===== src/rtl/cdb_wb_arbiter_pkg.sv =====
`default_nettype none
`timescale 1ns/1ps
// ============================================================================
// Module  : cdb_wb_arbiter_pkg
// Brief   : Shared constants and the round-robin helper for the CDB arbiter.
// Revision: 1.0 - initial release
// ============================================================================
package cdb_wb_arbiter_pkg;

    localparam int ROB_WIDTH_BIT  = 5;
    localparam int CDB_SRC_NUM    = 3;
    localparam int CDB_SRC_ALU    = 0;
    localparam int CDB_SRC_LSB    = 1;
    localparam int CDB_SRC_BR     = 2;
    localparam int CDB_FIFO_DEPTH = 4;

    typedef logic [1:0] src_idx_t;

    // Next source in round-robin order; index 3 is never produced.
    function automatic src_idx_t rr_next(input src_idx_t s);
        case (s)
            src_idx_t'(CDB_SRC_ALU): rr_next = src_idx_t'(CDB_SRC_LSB);
            src_idx_t'(CDB_SRC_LSB): rr_next = src_idx_t'(CDB_SRC_BR);
            default:                 rr_next = src_idx_t'(CDB_SRC_ALU);
        endcase
    endfunction

endpackage
`default_nettype wire


===== src/rtl/cdb_wb_arbiter_if.sv =====
`default_nettype none
`timescale 1ns/1ps
// ============================================================================
// Module  : cdb_wb_arbiter_if
// Brief   : Source push channels and the registered CDB broadcast.
// Revision: 1.0 - initial release
// ============================================================================
interface cdb_wb_arbiter_if
    import cdb_wb_arbiter_pkg::*;
#(
    parameter int ROB_W = ROB_WIDTH_BIT
) ();

    logic [CDB_SRC_NUM-1:0]       src_valid_in;
    logic [CDB_SRC_NUM*ROB_W-1:0] src_id_in;
    logic [CDB_SRC_NUM*32-1:0]    src_val_in;
    logic [CDB_SRC_NUM-1:0]       src_ready_out;
    logic                         cdb_valid_out;
    logic [ROB_W-1:0]             cdb_id_out;
    logic [31:0]                  cdb_val_out;
    src_idx_t                     cdb_src_out;

    modport master (
        output src_valid_in, src_id_in, src_val_in,
        input  src_ready_out, cdb_valid_out, cdb_id_out, cdb_val_out, cdb_src_out
    );

    modport slave (
        input  src_valid_in, src_id_in, src_val_in,
        output src_ready_out, cdb_valid_out, cdb_id_out, cdb_val_out, cdb_src_out
    );

endinterface
`default_nettype wire


===== src/rtl/cdb_wb_arbiter_wb_fifo.sv =====
`default_nettype none
`timescale 1ns/1ps
// ============================================================================
// Module  : wb_fifo
// Brief   : Small per-source result FIFO with wrap-bit pointers and flush.
// Revision: 1.0 - initial release
// ============================================================================
module wb_fifo #(
    parameter int WIDTH = 37,
    parameter int DEPTH = 4
) (
    input  wire logic             clk_in,
    input  wire logic             rst_n_in,
    input  wire logic             push_in,
    input  wire logic             pop_in,
    input  wire logic             flush_in,
    input  wire logic [WIDTH-1:0] data_in,
    output logic                  full_out,
    output logic                  empty_out,
    output logic      [WIDTH-1:0] head_out
);

    localparam int AW = $clog2(DEPTH);

    logic [AW:0]      wr_ptr_q;
    logic [AW:0]      rd_ptr_q;
    logic [WIDTH-1:0] mem_q [DEPTH];

    assign empty_out = (wr_ptr_q == rd_ptr_q);
    assign full_out  = (wr_ptr_q[AW] != rd_ptr_q[AW]) &&
                       (wr_ptr_q[AW-1:0] == rd_ptr_q[AW-1:0]);
    assign head_out  = mem_q[rd_ptr_q[AW-1:0]];

    always_ff @(posedge clk_in or negedge rst_n_in) begin
        if (!rst_n_in) begin
            wr_ptr_q <= '0;
            rd_ptr_q <= '0;
        end else if (flush_in) begin
            wr_ptr_q <= '0;
            rd_ptr_q <= '0;
        end else begin
            if (push_in) wr_ptr_q <= wr_ptr_q + (AW+1)'(1);
            if (pop_in)  rd_ptr_q <= rd_ptr_q + (AW+1)'(1);
        end
    end

    // Storage needs no reset: it is only read when the pointers say it is valid.
    always_ff @(posedge clk_in) begin
        if (push_in && !flush_in) mem_q[wr_ptr_q[AW-1:0]] <= data_in;
    end

endmodule
`default_nettype wire


===== src/rtl/cdb_wb_arbiter.sv =====
`default_nettype none
`timescale 1ns/1ps
// ============================================================================
// Module  : cdb_wb_arbiter
// Brief   : Round-robin drain of three completion FIFOs onto a registered CDB.
//           Optional same-cycle FIFO bypass enabled by macro CDB_BYPASS_EN.
// Revision: 1.0 - initial release
// ============================================================================
module cdb_wb_arbiter
    import cdb_wb_arbiter_pkg::*;
#(
    parameter int ROB_W      = ROB_WIDTH_BIT,
    parameter int FIFO_DEPTH = CDB_FIFO_DEPTH
) (
    input  wire logic clk_in,
    input  wire logic rst_n_in,
    input  wire logic rdy_in,
    input  wire logic clear_in,
    cdb_wb_arbiter_if.slave bus
);

    localparam int EW = ROB_W + 32;

    logic [CDB_SRC_NUM-1:0] ready;
    logic [CDB_SRC_NUM-1:0] push;
    logic [CDB_SRC_NUM-1:0] fifo_push;
    logic [CDB_SRC_NUM-1:0] fifo_pop;
    logic [CDB_SRC_NUM-1:0] full;
    logic [CDB_SRC_NUM-1:0] empty;
    logic [EW-1:0]          head [CDB_SRC_NUM];

    logic       fifo_grant;
    src_idx_t   fifo_idx;
    src_idx_t   cand;
    logic       bypass;
    logic       pop_en;
    logic       flush;

    src_idx_t   rr_q,        rr_d;
    logic       cdb_valid_q, cdb_valid_d;
    logic [ROB_W-1:0] cdb_id_q, cdb_id_d;
    logic [31:0] cdb_val_q,  cdb_val_d;
    src_idx_t   cdb_src_q,   cdb_src_d;

    assign flush  = clear_in && rdy_in;
    assign pop_en = fifo_grant && !bypass && rdy_in && !clear_in;

    generate
        for (genvar i = 0; i < CDB_SRC_NUM; i++) begin : g_src
            assign ready[i]     = !full[i] && rdy_in && !clear_in;
            assign push[i]      = bus.src_valid_in[i] && ready[i];
            assign fifo_push[i] = push[i] && !(bypass && (rr_q == src_idx_t'(i)));
            assign fifo_pop[i]  = pop_en && (fifo_idx == src_idx_t'(i));

            wb_fifo #(
                .WIDTH (EW),
                .DEPTH (FIFO_DEPTH)
            ) u_fifo (
                .clk_in    (clk_in),
                .rst_n_in  (rst_n_in),
                .push_in   (fifo_push[i]),
                .pop_in    (fifo_pop[i]),
                .flush_in  (flush),
                .data_in   ({bus.src_id_in[i*ROB_W +: ROB_W], bus.src_val_in[i*32 +: 32]}),
                .full_out  (full[i]),
                .empty_out (empty[i]),
                .head_out  (head[i])
            );
        end
    endgenerate

    assign bus.src_ready_out = ready;

    // First non-empty FIFO scanning from rr; only pre-edge contents compete.
    always_comb begin
        fifo_grant = 1'b0;
        fifo_idx   = rr_q;
        cand       = rr_q;
        for (int k = 0; k < CDB_SRC_NUM; k++) begin
            if (!fifo_grant && !empty[cand]) begin
                fifo_grant = 1'b1;
                fifo_idx   = cand;
            end
            cand = rr_next(cand);
        end
    end

`ifdef CDB_BYPASS_EN
    // The rr source is top priority, so its fresh push can skip an empty FIFO.
    assign bypass = empty[rr_q] && push[rr_q];
`else
    assign bypass = 1'b0;
`endif

    always_comb begin
        rr_d        = rr_q;
        cdb_valid_d = cdb_valid_q;
        cdb_id_d    = cdb_id_q;
        cdb_val_d   = cdb_val_q;
        cdb_src_d   = cdb_src_q;
        if (rdy_in) begin
            if (clear_in) begin
                cdb_valid_d = 1'b0;
                rr_d        = '0;
            end else if (bypass) begin
                cdb_valid_d = 1'b1;
                cdb_id_d    = bus.src_id_in[int'(rr_q)*ROB_W +: ROB_W];
                cdb_val_d   = bus.src_val_in[int'(rr_q)*32 +: 32];
                cdb_src_d   = rr_q;
                rr_d        = rr_next(rr_q);
            end else if (fifo_grant) begin
                cdb_valid_d = 1'b1;
                {cdb_id_d, cdb_val_d} = head[fifo_idx];
                cdb_src_d   = fifo_idx;
                rr_d        = rr_next(fifo_idx);
            end else begin
                cdb_valid_d = 1'b0;
            end
        end
    end

    always_ff @(posedge clk_in or negedge rst_n_in) begin
        if (!rst_n_in) begin
            rr_q        <= '0;
            cdb_valid_q <= 1'b0;
            cdb_id_q    <= '0;
            cdb_val_q   <= '0;
            cdb_src_q   <= '0;
        end else begin
            rr_q        <= rr_d;
            cdb_valid_q <= cdb_valid_d;
            cdb_id_q    <= cdb_id_d;
            cdb_val_q   <= cdb_val_d;
            cdb_src_q   <= cdb_src_d;
        end
    end

    assign bus.cdb_valid_out = cdb_valid_q;
    assign bus.cdb_id_out    = cdb_id_q;
    assign bus.cdb_val_out   = cdb_val_q;
    assign bus.cdb_src_out   = cdb_src_q;

endmodule
`default_nettype wire


===== src/flat_wrapper.sv =====
// flat-port wrapper written by rule: the top's interface ports become plain ports
module cdb_wb_arbiter_flat import cdb_wb_arbiter_pkg::*;
#(
    parameter int ROB_W      = ROB_WIDTH_BIT,
    parameter int FIFO_DEPTH = CDB_FIFO_DEPTH
)
  (clk_in, rst_n_in, rdy_in, clear_in, bus_src_valid_in, bus_src_id_in, bus_src_val_in, bus_src_ready_out, bus_cdb_valid_out, bus_cdb_id_out, bus_cdb_val_out, bus_cdb_src_out);
  cdb_wb_arbiter_if #(.ROB_W(ROB_W)) bus_i ();
  input  wire logic clk_in;
  input  wire logic rst_n_in;
  input  wire logic rdy_in;
  input  wire logic clear_in;
  input wire logic [$bits(bus_i.src_valid_in)-1:0] bus_src_valid_in;
  input wire logic [$bits(bus_i.src_id_in)-1:0] bus_src_id_in;
  input wire logic [$bits(bus_i.src_val_in)-1:0] bus_src_val_in;
  output wire logic [$bits(bus_i.src_ready_out)-1:0] bus_src_ready_out;
  output wire logic [$bits(bus_i.cdb_valid_out)-1:0] bus_cdb_valid_out;
  output wire logic [$bits(bus_i.cdb_id_out)-1:0] bus_cdb_id_out;
  output wire logic [$bits(bus_i.cdb_val_out)-1:0] bus_cdb_val_out;
  output wire logic [$bits(bus_i.cdb_src_out)-1:0] bus_cdb_src_out;
  assign bus_i.src_valid_in = bus_src_valid_in;
  assign bus_i.src_id_in = bus_src_id_in;
  assign bus_i.src_val_in = bus_src_val_in;
  assign bus_src_ready_out = bus_i.src_ready_out;
  assign bus_cdb_valid_out = bus_i.cdb_valid_out;
  assign bus_cdb_id_out = bus_i.cdb_id_out;
  assign bus_cdb_val_out = bus_i.cdb_val_out;
  assign bus_cdb_src_out = bus_i.cdb_src_out;
  cdb_wb_arbiter #(.ROB_W(ROB_W), .FIFO_DEPTH(FIFO_DEPTH)) u_core (.clk_in(clk_in), .rst_n_in(rst_n_in), .rdy_in(rdy_in), .clear_in(clear_in), .bus(bus_i));
endmodule

===== config.mk =====
export PLATFORM = sky130hd
export DESIGN_NAME = cdb_wb_arbiter_flat
export DESIGN_NICKNAME = d
export VERILOG_FILES = /design/src/rtl/cdb_wb_arbiter_pkg.sv /design/src/rtl/cdb_wb_arbiter_if.sv /design/src/rtl/cdb_wb_arbiter_wb_fifo.sv /design/src/rtl/cdb_wb_arbiter.sv /design/src/flat_wrapper.sv
export SDC_FILE = /design/constraint.sdc
export NUM_CORES = 1
export LEC_CHECK = 0
export ABC_AREA = 1
export BUFFER_PORTS_ARGS = -buffer_cell sky130_fd_sc_hd__buf_2
export CAP_MARGIN = 20
export CORE_ASPECT_RATIO = 1.25
export CORE_MARGIN = 1
export CORE_UTILIZATION = 54
export CTS_CLUSTER_DIAMETER = 80
export DETAILED_ROUTE_END_ITERATION = 16
export PLACE_DENSITY_LB_ADDON = 0.12
export REMOVE_ABC_BUFFERS = 1
export SLEW_MARGIN = 20
export SYNTH_ARGS = -nofsm -noshare
export SYNTH_HDL_FRONTEND = slang
export SYNTH_SLANG_ARGS = --single-unit

===== constraint.sdc =====
create_clock -name clk_in -period 2.9 [get_ports clk_in]
set_clock_uncertainty 0.2 [all_clocks]
set_input_delay 0.29 -clock clk_in [delete_from_list [all_inputs] [get_ports clk_in]]
set_output_delay 0.29 -clock clk_in [all_outputs]
set_load 0.03 [all_outputs]

==> impl_metrics.ini, run 1 <==
[synthesis]
synth.yosys.seq_area_share_pct = 72.6
synthDominantCellAreaShare_pct = 65.2
synth.lib_cells_used.distinct = 30
syn_avg_cell_area_um2 = 12.0
yosys_reg_bits = 504
synthCells = 1706
ys.warnings.count = 0
synth_top_cells_by_area = edfxtp_1, dfrtp_1, o21ai_0
synth_area_um2 = 20400
synth_top_cell_by_area = edfxtp_1

[cts]
clk_path_buf_depth = 3
clkLatencyLatePin_ns = 0.58
clock_tree.htree_level_count = 2
postCtsSetupBuffers = 0
cts_tree = built
clock_slew_at_the_register_clock_pins_of_the_worst_setup_and_hold_paths_ns = 0.06
cts_inserted_buffers = 47
root_buffer = clkbuf_16
numClockSinks = 504

[detailed_routing]
remaining_drc_errors = 0
vias_after_detailed_routing = 14000
postRouteWirelength_um = 49700
ant_nets = 0
drt_iter0_drc = 1269
avgViaCountPerCell = 5.60
routed_wire_length_per_instance_um = 19.8
drt_pre_antenna_iters = 5

[finish]
fin_nets = 2113
post-route-util_pct = 66.6
cell_count_final_fillers_out = 2507
area.growth.synth_to_final_pct = 21.4
layout-drive-gt1-share_pct = 16.2
fin_area_um2 = 24800

[placement]
hpwl_um = 31100
placedInstanceArea_um2 = 22100
placement.io_buffers = 160
gp_routability_congestion = 0.848
placedCellCount = 2303
post-place-ws_ns = 0.288

[power]
power.density_cell_area_nw_per_um2 = 918
design_power_total_mw = 22.8
static-leakage-power_nw = 9.48
power.ir.vdd_worst_mv = 0.615

[timing]
worstMarginPinSlew_ns = 0.813
finalCritPeriodShare_pct = 91.4
achievable-frequency_mhz = 377
timing_hold_violations_final = 0
finalMaxSlewViolations = 0
relSlewSlack_pct = 45.8
min_period_ns = 2.65
setup_total_negative_slack_ns = 0
setup_slack_ns = 0.249
finalSetupViolCount = 0
timing.hold.ws_ns = 0.0384
rsz_0062_raised_after_global_routing = no

[critical_path]
worst_setup_path_end_kind = register
setup.worst_path.class = register to register
worst_ep_required_time_ns = 3.20
cp_data_arrival_time_ns = 2.95
critPathLaunchType = register
worstPathMaxFanout = 37

[floorplan]
core-area_um2 = 37300
start_util_pct = 54.9
chipHeight_um = 220
placement_rows = 79
die_w_um = 176
die_footprint_um2 = 38600
pin_count = 161

[global_route]
grt_start_max_net_pins = 77
antenna_found_initial = 2
first_global_vias = 13500
global_route.usage.total_pct = 25.9
grt_pass1_wl_um = 75700
grt.overflow.total = 0

[hold_path]
hold_class = input pin to register

[run_status]
run_status = finished clean

[flow_run]
count_of_max_cap_constraint_violations = 0
-- layer usage --
layer	routed length, um	global-route usage (%)	share of wire [%]	vias to the layer above
li1	-	-	-	6616
met1	21400	35.5	43	6833
met2	23700	41.7	48	496
met3	3170	4.81	6.4	104
met4	1520	9.28	3.1	0
met5	0	0	0	-
-- worst max-delay path: stages, from the launching register on --
cell and delay (ns):
dfrtp_1 0.49, nor2_1 0.32, inv_1 0.17, nor2_2 0.18, nor2_4 0.08, nand3_4 0.11, nand3_2 0.10, nand2_4 0.11
buf_4 0.37, nand3_2 0.20, inv_2 0.10, nand3_1 0.06, nand2_1 0.08
-- cell usage after synthesis, drive strengths merged --
| library cell | number |
|---|---|
| a21oi | 5 |
| edfxtp | 444 |
| xor2 | 3 |
| clkbuf | 74 |
| ha | 15 |
| dfrtp | 60 |
| nand3 | 52 |
| o21ai | 235 |
| buf | 26 |
| nor2 | 269 |
| o31ai | 1 |
| nand3b | 1 |
| nand2 | 298 |
| o22ai | 111 |
| a211oi | 2 |
| nand4 | 35 |
| inv | 74 |
| nor3 | 1 |
-- where the power goes --
part	total, mW	switching, mW	leakage, nW	internal [mW]
Combinational	7.89	5.56	3.95	2.33
Sequential	8.69	0.304	4.77	8.38
Clock	6.19	2.59	0.766	3.61
Total	22.8	8.45	9.48	14.3
-- state kept, by name (all words and copies together), names as in the netlist --
signal / count
u_core.bus.cdb_id_out: 5
u_core.bus.cdb_src_out: 2
u_core.bus.cdb_val_out: 32
u_core.bus.cdb_valid_out: 1
u_core.g_src.u_fifo.mem_q: 444
u_core.g_src.u_fifo.rd_ptr_q: 9
u_core.g_src.u_fifo.wr_ptr_q: 9
u_core.rr_q: 2
-- layout make-up --
class,instances,area [um^2]
Antenna cell,2,5.00
Clock buffer,55,1210
Clock inverter,33,343
Fill cell,2738,12500
Inverter,74,278
Multi-Input combinational cell,1028,4980
Sequential cell,504,14800
Tap cell,486,608
Timing Repair Buffer,325,2550
-- placed cells by master (no fill, tap or decap), types with 7 or more instances in the layout --
cell type / instances
edfxtp_1: 444
nand2_1: 290
nor2_1: 249
o21ai_0: 235
buf_2: 160
dlygate4sd3_1: 114
o22ai_1: 111
inv_1: 68
dfrtp_1: 57
clkbuf_16: 47
nand3_1: 45
nand4_1: 35
buf_4: 32
buf_12: 18
nor2_4: 15
ha_1: 15
clkinv_2: 13
clkinv_1: 9
clkbuf_1: 8
bufinv_16: 7
-- what timing repair did --
action | in CTS | in global routing
resized for setup | 0 | 1
endpoints found under the setup margin | 0 | 1
endpoints found under the hold margin | 476 | 0
hold buffers | 114 | 0
-- worst paths after layout --
path	end	slack [ns]	depth (start not counted)	start
min in group asynchronous	u_core.bus.cdb_src_out[0]	0.08	2	rst_n_in
max in group asynchronous	u_core.bus.cdb_id_out[0]	1.60	4	rst_n_in
hold reg to reg	u_core.bus.cdb_src_out[0]	0.28	2	u_core.bus.cdb_src_out[0]
setup reg to reg	u_core.g_src[0].u_fifo.rd_ptr_q[0]	0.25	12	u_core.rr_q[1]
hold / removal	u_core.g_src[1].u_fifo.wr_ptr_q[1]	0.04	5	bus_src_valid_in[1]
setup / recovery	u_core.g_src[0].u_fifo.rd_ptr_q[0]	0.25	12	u_core.rr_q[1]
-- cell families after synthesis --
logic type               count (synthesis)  synth area share (%)
XOR/XNOR                                 3                 0.129
buffers and inverters                  174                  3.52
AND/OR/NAND/NOR                        656                  13.5
adder cells (fa/ha/maj)                 15                 0.918
AO/OA/AOI/OAI                          354                  9.38
flip-flops                             504                  72.6
No activity file was read; power rests on OpenSTA's default activity.
==> inputs of run 2 (changes only) <==
--- a/config.mk
+++ b/config.mk
@@ -13,7 +13,7 @@
 export CORE_UTILIZATION = 54
 export CTS_CLUSTER_DIAMETER = 80
 export DETAILED_ROUTE_END_ITERATION = 16
-export PLACE_DENSITY_LB_ADDON = 0.12
+export PLACE_DENSITY = 0.77
 export REMOVE_ABC_BUFFERS = 1
 export SLEW_MARGIN = 20
 export SYNTH_ARGS = -nofsm -noshare
==> impl_metrics.ini, run 2 (synthesis gave the netlist of run 1 again) <==
[critical_path]
worstPathMaxFanout = 53
cp_data_arrival_time_ns = 3.04
critPathLaunchType = register
worst_setup_path_end_kind = register
rr_worst_depth = 15
setup.worst_path.class = register to register
r2r_slack_ns = 0.16
timing.rr.end = u_core.g_src[0].u_fifo.rd_ptr_q[2]
critical_path.reg2reg.startpoint = u_core.g_src[1].u_fifo.rd_ptr_q[1]
worst_ep_required_time_ns = 3.20

[power]
total_switching_power_mw = 8.41
comb_power_share_pct = 35.4
power.density_cell_area_nw_per_um2 = 902
power.ir.vdd_worst_mv = 0.649
seqPwrFrac_pct = 39.3
switching_share_pct = 37.9
static-leakage-power_nw = 9.38
internal_power_mw = 13.8
clkPwrFrac_pct = 25.3

[placement]
gp_routability_congestion = 0.876
placement.io_buffers = 160
hpwl_um = 30900
post-place-ws_ns = 0.248

[finish]
multi_input_area_um2 = 4980
most-common-layout-cells = edfxtp_1, nand2_1, nor2_1
number_of_flip_flops_in_the_largest_register = 444
n_fill_cell = 2684
area.growth.synth_to_final_pct = 20.3
post-route-util_pct = 66.0
layout.cells.most_common = edfxtp_1
fin_nets = 2110
layout-drive-gt1-share_pct = 15.7
seqCellArea_um2 = 14800

[flow_run]
count_of_max_cap_constraint_violations = 0

[timing]
finalCritPeriodShare_pct = 94.6
worstMarginPinSlew_ns = 0.828
rsz_0062_raised_after_global_routing = no
min_period_ns = 2.74
setup_slack_ns = 0.157
setup_total_negative_slack_ns = 0
timing_hold_violations_final = 0
relSlewSlack_pct = 44.7
finalSetupViolCount = 0
achievable-frequency_mhz = 365
finalMaxSlewViolations = 0

[floorplan]
placement_rows = 79
die_footprint_um2 = 38600
start_util_pct = 54.9
pin_count = 161
chipHeight_um = 220
core-area_um2 = 37300
die_w_um = 176

[hold_path]
hold_class = input pin to register
worst_hold_startpoint = bus_src_valid_in[1]
hold_end = u_core.g_src[1].u_fifo.wr_ptr_q[0]
holdPathStages = 4

[cts]
clock_tree.htree_level_count = 2
cts_tree = built
clkLatencyLatePin_ns = 0.57
clk_path_buf_depth = 3
postCtsSetupBuffers = 0
clock_slew_at_the_register_clock_pins_of_the_worst_setup_and_hold_paths_ns = 0.06
root_buffer = clkbuf_16
cts_inserted_buffers = 46
numClockSinks = 504

[run_status]
run_status = finished clean

[global_route]
grt.overflow.total = 0
grt_pass1_wl_um = 76100
first_global_vias = 13900
grt_start_max_net_pins = 77
antenna_found_initial = 2
global_route.usage.total_pct = 25.9

[detailed_routing]
routed_wire_length_per_instance_um = 19.9
remaining_drc_errors = 0
avgViaCountPerCell = 5.74
drt_iter0_drc = 1530
postRouteWirelength_um = 49900
ant_nets = 0
drt_pre_antenna_iters = 5
vias_after_detailed_routing = 14400
[run 2: per-stage QoR]
stage | instance area (um^2) | total power, mW | hold slack (ns) | instances
floorplan | 20000 | 13.5 | -0.206 | 1606
global placement | 22000 | 16.2 | 0.190 | 2300
detailed placement | 22000 | 16.4 | 0.188 | 2300
CTS | 24600 | 22.2 | 0.00859 | 2501
global route | 24600 | 23.3 | 0.0534 | 2503
finish | 24600 | 22.2 | 0.0278 | 2504
[run 2: worst max path at each step]
stage / cells past startpoint / start / slack (ns) / end
2_1_floorplan: 10 / u_core.g_src[0].u_fifo.rd_ptr_q[0] / -2.23 / u_core.g_src[0].u_fifo.wr_ptr_q[2]
3_3_place_gp: 16 / u_core.g_src[1].u_fifo.wr_ptr_q[0] / 0.35 / u_core.bus.cdb_val_out[23]
3_5_place_dp: 15 / u_core.g_src[1].u_fifo.rd_ptr_q[1] / 0.25 / u_core.g_src[0].u_fifo.rd_ptr_q[2]
4_1_cts: 15 / u_core.g_src[1].u_fifo.rd_ptr_q[1] / 0.22 / u_core.g_src[0].u_fifo.rd_ptr_q[2]
5_1_grt: 16 / u_core.g_src[0].u_fifo.wr_ptr_q[0] / 0.01 / u_core.g_src[2].u_fifo.rd_ptr_q[2]
6_report: 15 / u_core.g_src[1].u_fifo.rd_ptr_q[1] / 0.16 / u_core.g_src[0].u_fifo.rd_ptr_q[2]
[run 2: critical path, stage by stage (launching register included)]
cell and delay [ns]:
dfrtp_1 0.45, inv_1 0.10, nand2_1 0.07, nand2_1 0.10, nand3_1 0.13, nand2_1 0.08, nand3_2 0.16, inv_2 0.08
nand3b_1 0.13, nand2_2 0.08, inv_2 0.08, buf_4 0.46, nand3_2 0.21, inv_2 0.11, nand3_1 0.08, nand2_1 0.10
[run 2: timing repair]
action | CTS | global route
endpoints found under the hold margin | 479 | 0
gates resized for setup | 0 | 0
setup endpoints to repair | 0 | 0
hold buffers | 115 | 0
[run 2: cell type report]
type / instances / share of cell area, %
flip-flops and latches: 504 / 60.3
inverters: 74 / 1.13
diodes: 3 / 0.0305
clock buffers: 63 / 5.06
multi-input cells: 1028 / 20.2
repair buffers: 323 / 10.1
clock inverters: 23 / 0.626
well taps: 486 / 2.47
[run 2: power by group through the flow]
stage | logic, mW | registers (mW) | clock network, mW
6_report | 7.85 | 8.72 | 5.62
5_1_grt | 8.62 | 8.74 | 5.98
4_1_cts | 7.77 | 8.70 | 5.69
3_5_place_dp | 7.58 | 8.85 | 0
3_3_place_gp | 7.38 | 8.84 | 0
2_1_floorplan | 4.02 | 9.47 | 0
[run 2: per-layer routing]
metal | up-vias | global-route usage [%] | share of wire (%)
met1 | 6980 | 34.5 | 40
met2 | 677 | 43.7 | 50
met4 | 0 | 9.36 | 2.7
met5 | - | 0 | 0
met3 | 100 | 3.69 | 7.4
li1 | 6611 | - | -
==> inputs of run 3 (changes only) <==
--- a/config.mk
+++ b/config.mk
@@ -13,6 +13,7 @@
 export CORE_UTILIZATION = 54
 export CTS_CLUSTER_DIAMETER = 80
 export DETAILED_ROUTE_END_ITERATION = 16
+export HOLD_SLACK_MARGIN = 0.06
 export PLACE_DENSITY = 0.77
 export REMOVE_ABC_BUFFERS = 1
 export SLEW_MARGIN = 20
==> constraint.sdc (replaced) <==
create_clock -name clk_in -period 2.3 [get_ports clk_in]
set_clock_uncertainty 0.2 [all_clocks]
set_input_delay 0.23 -clock clk_in [delete_from_list [all_inputs] [get_ports clk_in]]
set_output_delay 0.23 -clock clk_in [all_outputs]
set_load 0.03 [all_outputs]
==> impl_metrics.ini, run 3 (synthesis gave the netlist of run 1 again) <==
[power]
seqPwrFrac_pct = 36.3
static-leakage-power_nw = 9.85
total_switching_power_mw = 11.3
design_power_total_mw = 30.2
switching_share_pct = 37.4
clkPwrFrac_pct = 23.7
power.ir.vdd_worst_mv = 1.04
internal_power_mw = 18.9
power.density_cell_area_nw_per_um2 = 1180
comb_power_share_pct = 40.0

[critical_path]
critical_path.cell_chain = inv_2 > nand2_2 > nand2_4 > nand3_4 > nand2_1 > nand3_4 > nor3_4 > nand3_2 > nand2_4 > nor2_4 > buf_12 > clkbuf_16 > nand2_1 > nand2_1 > nand2_1 > nand2_1
r2r_slack_ns = -0.15
max_stage_delay_ns = 0.42
worstPathMaxFanout = 8
setup.worst_path.class = register to register
cp_data_arrival_time_ns = 2.71
cp_slowest_cell = dfrtp_1
worst_ep_required_time_ns = 2.56
critPathLaunchType = register
most_frequent_cell_on_the_critical_path = nand2_1
worst_setup_path_end_kind = register

[global_route]
use_met1_pct = 34.6
global_route.usage.total_pct = 26.9
use_met2_pct = 45.7
grt.overflow.total = 0
grt_busiest_layer = met2
first_global_vias = 14600
grt_start_max_net_pins = 77
globalRouteMet3Util_pct = 4.52
antenna_found_initial = 1
grt_pass1_wl_um = 78900

[detailed_routing]
avgViaCountPerCell = 5.81
remaining_drc_errors = 0
routed_wire_length_per_instance_um = 20.4
drt_iter0_drc = 1656
ant_nets = 0
vias_after_detailed_routing = 14900
drt_pre_antenna_iters = 5
postRouteWirelength_um = 52300

[timing]
finalCritPeriodShare_pct = 107
worstMarginPinSlew_ns = 0.786
achievable-frequency_mhz = 408
timing.hold.ws_ns = 0.175
timing_hold_violations_final = 0
setup_slack_ns = -0.151
relSlewSlack_pct = 47.6
finalSetupViolCount = 43
finalMaxSlewViolations = 0
rsz_0062_raised_after_global_routing = yes
setup_total_negative_slack_ns = -3.44
min_period_ns = 2.45

[cts]
clock_slew_at_the_register_clock_pins_of_the_worst_setup_and_hold_paths_ns = 0.06
cts_inserted_buffers = 46
numClockSinks = 504
cts_tree = built
clk_path_buf_depth = 3
clkLatencyLatePin_ns = 0.55
clock_tree.htree_level_count = 2
root_buffer = clkbuf_16

[finish]
seqCellArea_um2 = 14800
layout-drive-gt1-share_pct = 20.8
multi_input_area_um2 = 5250
area.growth.synth_to_final_pct = 25.4
number_of_flip_flops_in_the_largest_register = 444
fin_nets = 2178
n_fill_cell = 2484
fin_area_um2 = 25600
layout.cells.most_common = edfxtp_1
most-common-layout-cells = edfxtp_1, nand2_1, nor2_1

[floorplan]
die_footprint_um2 = 38600
die_w_um = 176
chipHeight_um = 220
pin_count = 161
placement_rows = 79
start_util_pct = 54.9
core-area_um2 = 37300

[hold_path]
hold_class = input pin to register

[placement]
hpwl_um = 32400
gp_routability_congestion = 0.880
placedInstanceArea_um2 = 22600
placement.io_buffers = 160

[flow_run]
count_of_max_cap_constraint_violations = 0

[run_status]
violations = negative setup slack
run_status = finished with violations
run 3: cell types whose count changed in the layout (fill, tap and decap cells not counted), moves of 7 or more:
cell,previous run,this run
nand3_1,45,33
buf_4,34,74
buf_6,0,7
buf_12,14,29
nand2_1,290,261
nand2_4,4,13
nand2_2,4,23
run 3: timing repair:
item,in CTS,in global routing
hold buffers,118,0
gates resized for setup,24,64
setup buffers,1,7
hold endpoints to repair,513,0
setup endpoints to repair,58,54
pin swaps,3,29
cloned,1,2
run 3: layout make-up:
| type | instances | share of cell area, % |
|---|---|---|
| flip-flops and latches | 504 | 57.9 |
| repair buffers | 391 | 12.7 |
| inverters | 74 | 1.10 |
| diodes | 2 | 0.0195 |
| multi-input cells | 1028 | 20.5 |
| clock inverters | 25 | 0.752 |
| well taps | 486 | 2.37 |
| clock buffers | 58 | 4.71 |
run 3: worst paths after layout:
check | from | endpoint | cells past startpoint
setup / recovery | u_core.g_src[0].u_fifo.rd_ptr_q[1] | u_core.bus.cdb_val_out[21] | 16
hold / removal | clear_in | u_core.rr_q[0] | 7
setup reg to reg | u_core.g_src[0].u_fifo.rd_ptr_q[1] | u_core.bus.cdb_val_out[21] | 16
hold reg to reg | u_core.bus.cdb_src_out[1] | u_core.bus.cdb_src_out[1] | 2
max in group asynchronous | rst_n_in | u_core.g_src[2].u_fifo.wr_ptr_q[1] | 4
min in group asynchronous | rst_n_in | u_core.g_src[2].u_fifo.rd_ptr_q[0] | 4
run 3: layer usage:
| metal | vias to the layer above | wire [um] |
|---|---|---|
| met1 | 7311 | 20200 |
| met2 | 728 | 26200 |
| li1 | 6756 | - |
| met3 | 128 | 4200 |
| met4 | 0 | 1670 |
| met5 | - | 0 |
run 3: metrics by stage:
stage                     setup slack [ns]  cells  utilization (%)
after detailed placement           -0.0910   2355             60.7
after global placement             -0.0269   2355             60.7
final                               -0.151   2568             68.8
after CTS                          -0.0178   2558             67.9
after floorplan                      -2.83   1606                -
after global routing                -0.244   2567             68.8
run 3: critical path, delay by kind of cell, from the launching register on:
family	cells	cell delay, ns
buf+inv	3	0.37
simple gates	13	1.37
flops	1	0.42
run 3: power by group through the flow:
stage	Combinational [mW]	Sequential [mW]	Clock (mW)
floorplan	5.07	11.9	0
global placement	10.2	11.1	0
detailed placement	10.4	11.1	0
CTS	11.1	11.0	7.20
global route	13.0	11.0	7.59
finish	12.1	11.0	7.17
